[config.mk]
export PLATFORM = sky130hd
export DESIGN_NAME = falafel_req_fifo
export DESIGN_NICKNAME = d
export VERILOG_FILES = /design/src/rtl/falafel_req_fifo.sv
export SDC_FILE = /design/constraint.sdc
export NUM_CORES = 1
export LEC_CHECK = 0
export ABC_CLOCK_PERIOD_IN_PS = 6100
export CAP_MARGIN = 20
export CORE_MARGIN = 1
export CORE_UTILIZATION = 40
export DETAILED_ROUTE_END_ITERATION = 8
export GPL_TIMING_DRIVEN = 1
export REMOVE_ABC_BUFFERS = 1
export SLEW_MARGIN = 20
export SYNTH_ARGS = -nofsm -noshare
export SYNTH_HDL_FRONTEND = slang
export SYNTH_SLANG_ARGS = --single-unit
[constraint.sdc]
create_clock -name clk_i -period 6.1 [get_ports clk_i]
set_clock_uncertainty 0.05 [all_clocks]
set_input_delay 1.22 -clock clk_i [delete_from_list [all_inputs] [get_ports clk_i]]
set_output_delay 1.22 -clock clk_i [all_outputs]
set_load 0.01 [all_outputs]
[src/rtl/falafel_req_fifo.sv]
// Request queue between the input parser and the allocator core.
// Holds {id,size} entries. Define FALAFEL_REQ_FIFO_BYPASS_EN to let an entry fall through an empty queue in the same cycle.
package falafel_pkg;
    parameter int DATA_W = 16;

    typedef struct packed {
        logic [DATA_W-1:0] id;
        logic [DATA_W-1:0] size;
    } alloc_entry_t;
endpackage

module falafel_req_fifo
    import falafel_pkg::*;
#(
    parameter int DEPTH = 4
) (
    input  logic                       clk_i,
    input  logic                       rst_i,
    input  logic                       flush_i,
    input  logic                       in_val_i,
    output logic                       in_rdy_o,
    input  logic [DATA_W-1:0]          in_id_i,
    input  logic [DATA_W-1:0]          in_size_i,
    output logic                       out_val_o,
    input  logic                       out_rdy_i,
    output logic [DATA_W-1:0]          out_id_o,
    output logic [DATA_W-1:0]          out_size_o,
    output logic [$clog2(DEPTH+1)-1:0] count_o,
    output logic                       full_o,
    output logic                       empty_o
);
    localparam int AW = $clog2(DEPTH);
    localparam int PW = AW + 1;
    localparam int CW = $clog2(DEPTH + 1);

    if (DEPTH < 2 || (DEPTH & (DEPTH - 1)) != 0) begin : g_bad_depth
        $error("falafel_req_fifo: DEPTH must be a power of two and >= 2");
    end

    alloc_entry_t mem [DEPTH];
    logic [PW-1:0] wr_ptr;
    logic [PW-1:0] rd_ptr;
    logic          full;
    logic          empty;
    logic          wr_en;
    logic          rd_en;
    alloc_entry_t  head;
    alloc_entry_t  out_data;

    // Extra MSB on each pointer is the wrap bit that separates full from empty.
    assign full    = (wr_ptr[AW-1:0] == rd_ptr[AW-1:0]) && (wr_ptr[AW] != rd_ptr[AW]);
    assign empty   = (wr_ptr == rd_ptr);
    assign full_o  = full;
    assign empty_o = empty;
    assign count_o = CW'(wr_ptr - rd_ptr);

    assign in_rdy_o = !full && !flush_i && !rst_i;
    assign head     = mem[rd_ptr[AW-1:0]];

`ifdef FALAFEL_REQ_FIFO_BYPASS_EN
    logic fall;
    logic pass_through;

    assign fall         = empty && !flush_i && !rst_i;
    assign out_val_o    = fall ? in_val_i : (!empty && !flush_i);
    assign out_data     = fall ? {in_id_i, in_size_i} : head;
    // An entry consumed on the fall-through path never touches storage.
    assign pass_through = fall && in_val_i && out_rdy_i;
    assign wr_en        = in_val_i && in_rdy_o && !pass_through;
    assign rd_en        = out_val_o && out_rdy_i && !fall;
`else
    assign out_val_o = !empty && !flush_i;
    assign out_data  = head;
    assign wr_en     = in_val_i && in_rdy_o;
    assign rd_en     = out_val_o && out_rdy_i;
`endif

    assign out_id_o   = out_val_o ? out_data.id   : '0;
    assign out_size_o = out_val_o ? out_data.size : '0;

    always_ff @(posedge clk_i or posedge rst_i) begin
        if (rst_i) begin
            wr_ptr <= '0;
            rd_ptr <= '0;
        end else if (flush_i) begin
            wr_ptr <= '0;
            rd_ptr <= '0;
        end else begin
            if (wr_en) wr_ptr <= wr_ptr + 1'b1;
            if (rd_en) rd_ptr <= rd_ptr + 1'b1;
        end
    end

    // Storage is deliberately left out of reset; the pointers alone define validity.
    always_ff @(posedge clk_i) begin
        if (wr_en) mem[wr_ptr[AW-1:0]] <= {in_id_i, in_size_i};
    end
endmodule
==> impl_results.md <==
- F_max: 217 MHz
- Htree depth: 4
- N_diodes: 0
- CTS tree: done
- CTS buffer count: 17
- Arrival time worst endpoint: about 3.3 ns
- NumNets Final: around 390
- Clk sink count: 134
- Hold Crit Class: flop to flop
- Cell taking the most area after synthesis: edfxtp_1
- Share of the synthesized area in the top cell type: just over 70%
- Clk Latency, worst-skew pair: 0.40 ns
- Gate power share: between 10% and 20%
- DR WL met2: 4.81 mm
- Fin. Hold Viols: 0
- Critical path peak fanout: 33
- Dpl hpwl: 5.31 mm
- Mean routed wirelength per cell: approximately 17 um
- Mean post-synth cell area: 20.9 um^2
- CP required: 4.83 ns
- Worst-case clock buffer depth: 2
- Post-CTS Setup Inserts: 0
- Synth-to-Final Area Change: 28.5%
- Net Sw Frac: 21.1%
- Die H: 119 um
- Tcrit/Tclk final: 75.5%
- Minimum clock period: 4.60 ns
- Clock power frac: 44.2%
- Worst slew pin tran: 0.880 ns
- Finish-stage setup viols: 0
- Ports: 76
- Post-DRT Antenna Nets: 0
- Gpl congestion: 0.744
- Cells after Synth: 260
- Power density over the cells: 364 nW/um^2
- Core Util, Final: 52.8%
- GRT Util Overall: 14.6%
- Wire length on met3: between 300 and 400 um
- Yosys cell types: 30
- Power Internal: 2.01 mW
- Die width: 119 um
- Post-route insts no fill: 532
- Flop pwr share: around two fifths
- Critical path's slowest cell: clkdlybuf4s50_1
- DRC errors left: 0
- Cell area after layout: approximately 7000 um^2
- Initial Util: 41.1%
- Share of layout cells above drive strength 1: 20.8%
- First-pass iteration count of the detailed router: 4
- Gates resized, CTS repair: 0
- Slew margin rel.: between 40% and 50%
- Highest cell delay on the worst timing path: just over 0.7 ns
- Cells along the critical path: clkdlybuf4s50_1 > a21o_2 > and2b_1 > clkdlybuf4s50_1
- WS Path Type: input pin to output port
- Wl on met1: 4.02 mm
- Cell area after synthesis: around 5400 um^2
- Critical Path Sink Type: output port
- Sequential area share after synthesis: between 70% and 80%
- Flip-flop and latch area: roughly 4000 um^2
- YS warnings: 0
- First-pass GRT wire length: 14.9 mm
- Starting DRC count in detailed routing: 135
- Vias in the first global route: about 2.7k
- Largest net degree at the start of global routing: 36
- Setup_tns: 0 ns
- Fin. max-slew vios: 0
- Status: finished, final reports clean
- IO Port Bufs: 75
- Vias: 2,581
- Drt via density: about 4.9
- Aggregate routed wire length: 9.31 mm
- Filler cell count: 1,097
- Largest cells by area after synthesis: edfxtp_1, mux4_2, nor2b_1
- Max-cap violations: 0
- Dpl cells: 501
- Most common cell type on the critical path: clkdlybuf4s50_1
- Net switching power: 0.536 mW
- Row cnt: 42
- Die area: 14,100 um^2
- Area occupied by multi-input gates: roughly 1300 um^2
- Hold buffer count at cts: 0
- Clock root cell: clkbuf_16
- Synth Register Bits: between 100 and 150
- Startpoint types: input pin
- GRT Residual Overflow: 0
- Max layer used: met4
- Static Leak: 2.31 nW
- Peak supply drop: 0.146 mV
- Core area: 13,200 um^2
- Clock slew at reported path FFs: around 0.06 ns
- Unrepaired setup endpoints after global routing: no
- Initial antenna violation count: 0
- DP Area: 6330 um^2
-- per-stage QoR --
step / power [mW] / setup WS [ns] / hold WS, ns
6_report: 2.54 / 1.50 / 0.498
5_1_grt: 2.63 / 1.32 / 0.536
4_1_cts: 2.57 / 1.42 / 0.502
3_5_place_dp: 1.45 / 1.43 / 0.494
3_3_place_gp: 1.45 / 1.49 / 0.493
2_1_floorplan: 1.27 / 2.10 / 0.450
-- sequential cells by signal, summed over array words and instances (netlist names) --
signal / flops
mem: 128
rd_ptr: 3
wr_ptr: 3
-- path summary, 6_finish.rpt --
check | startpoint | endpoint | slack, ns | cells past startpoint
max | flush_i | out_id_o[15] | 1.50 | 4
min | wr_ptr[2] | wr_ptr[2] | 0.50 | 1
min reg2reg | wr_ptr[2] | wr_ptr[2] | 0.50 | 1
max in group asynchronous | rst_i | rd_ptr[1] | 4.71 | 2
min in group asynchronous | rst_i | wr_ptr[2] | 1.05 | 2
max reg2reg | wr_ptr[0] | mem[2][3] | 3.67 | 5
-- power groups by stage --
stage               sequential [mW]  clock [mW]  combinational (mW)
finish                         1.03        1.12               0.387
CTS                            1.03        1.14               0.399
floorplan                      1.08           0               0.192
global placement               1.05           0               0.394
global route                   1.03        1.18               0.421
detailed placement             1.05           0               0.396
-- cells in the final DEF, fill, tap and decap left out, drive strengths merged --
cell	Yosys	layout
or2b	1	1
o2111ai	2	2
mux4	32	32
clkinv	0	7
clkdlybuf4s50	0	75
nor2b	32	32
nor2	4	4
fa	1	1
ha	7	7
mux2i	3	3
buf	10	2
and2b	2	2
bufinv	0	6
nand2	2	2
a21boi	1	1
inv	10	10
o211ai	1	1
nand2b	3	3
edfxtp	128	128
o211a	1	1
and2	4	4
nor3	1	1
a211o	1	1
xnor2	2	2
mux2	2	2
clkbuf	2	17
a21o	1	1
dfrtp	6	6
clkinvlp	0	1
o311ai	1	1
-- synthesized netlist by cell type --
cell type and n:
a211o_1 1, a21boi_2 1, a21o_2 1, and2_1 4
and2b_1 2, buf_2 3, buf_6 7, clkbuf_1 2
dfrtp_1 6, edfxtp_1 128, fa_1 1, ha_1 7
inv_1 10, mux2_2 2, mux2i_1 3, mux4_1 4
mux4_2 28, nand2_1 2, nand2b_1 3, nor2_1 4
nor2b_1 30, nor2b_4 2, nor3_1 1, o2111ai_1 2
o211a_1 1, o211ai_2 1, o311ai_0 1, or2b_1 1
xnor2_1 1, xnor2_2 1
-- critical path: cells and delay by family --
family / cells / cell delay (ns)
simple gates: 1 / 0.26
buf+inv: 2 / 1.18
compound gates: 1 / 0.66
-- metal layers --
metal,GRT usage (%),up-vias
met2,24.2,70
met5,0,-
met1,18.2,1302
li1,-,1199
met3,3.43,10
met4,6.41,0
-- final cells by class --
class | instances | area share (%)
flip-flops and latches | 134 | 57.2
multi-input cells | 104 | 18.8
repair buffers | 77 | 11.0
clock buffers | 17 | 6.09
clock inverters | 14 | 3.33
well taps | 176 | 3.15
inverters | 10 | 0.537
-- logic make-up (layout without fill, tap and decap cells) --
group	count (synthesis)	after routing	share of synthesized area [%]
AOI/OAI and AO/OA	8	8	1.43
xor gates and xnor gates	2	2	0.460
adders and majority gates	8	8	1.98
buffers and inverters	22	118	2.55
DFF	134	134	73.4
muxes	37	37	14.5
and+or+nand+nor	49	49	5.68
Note: power is estimated with default switching activity, not from simulation.
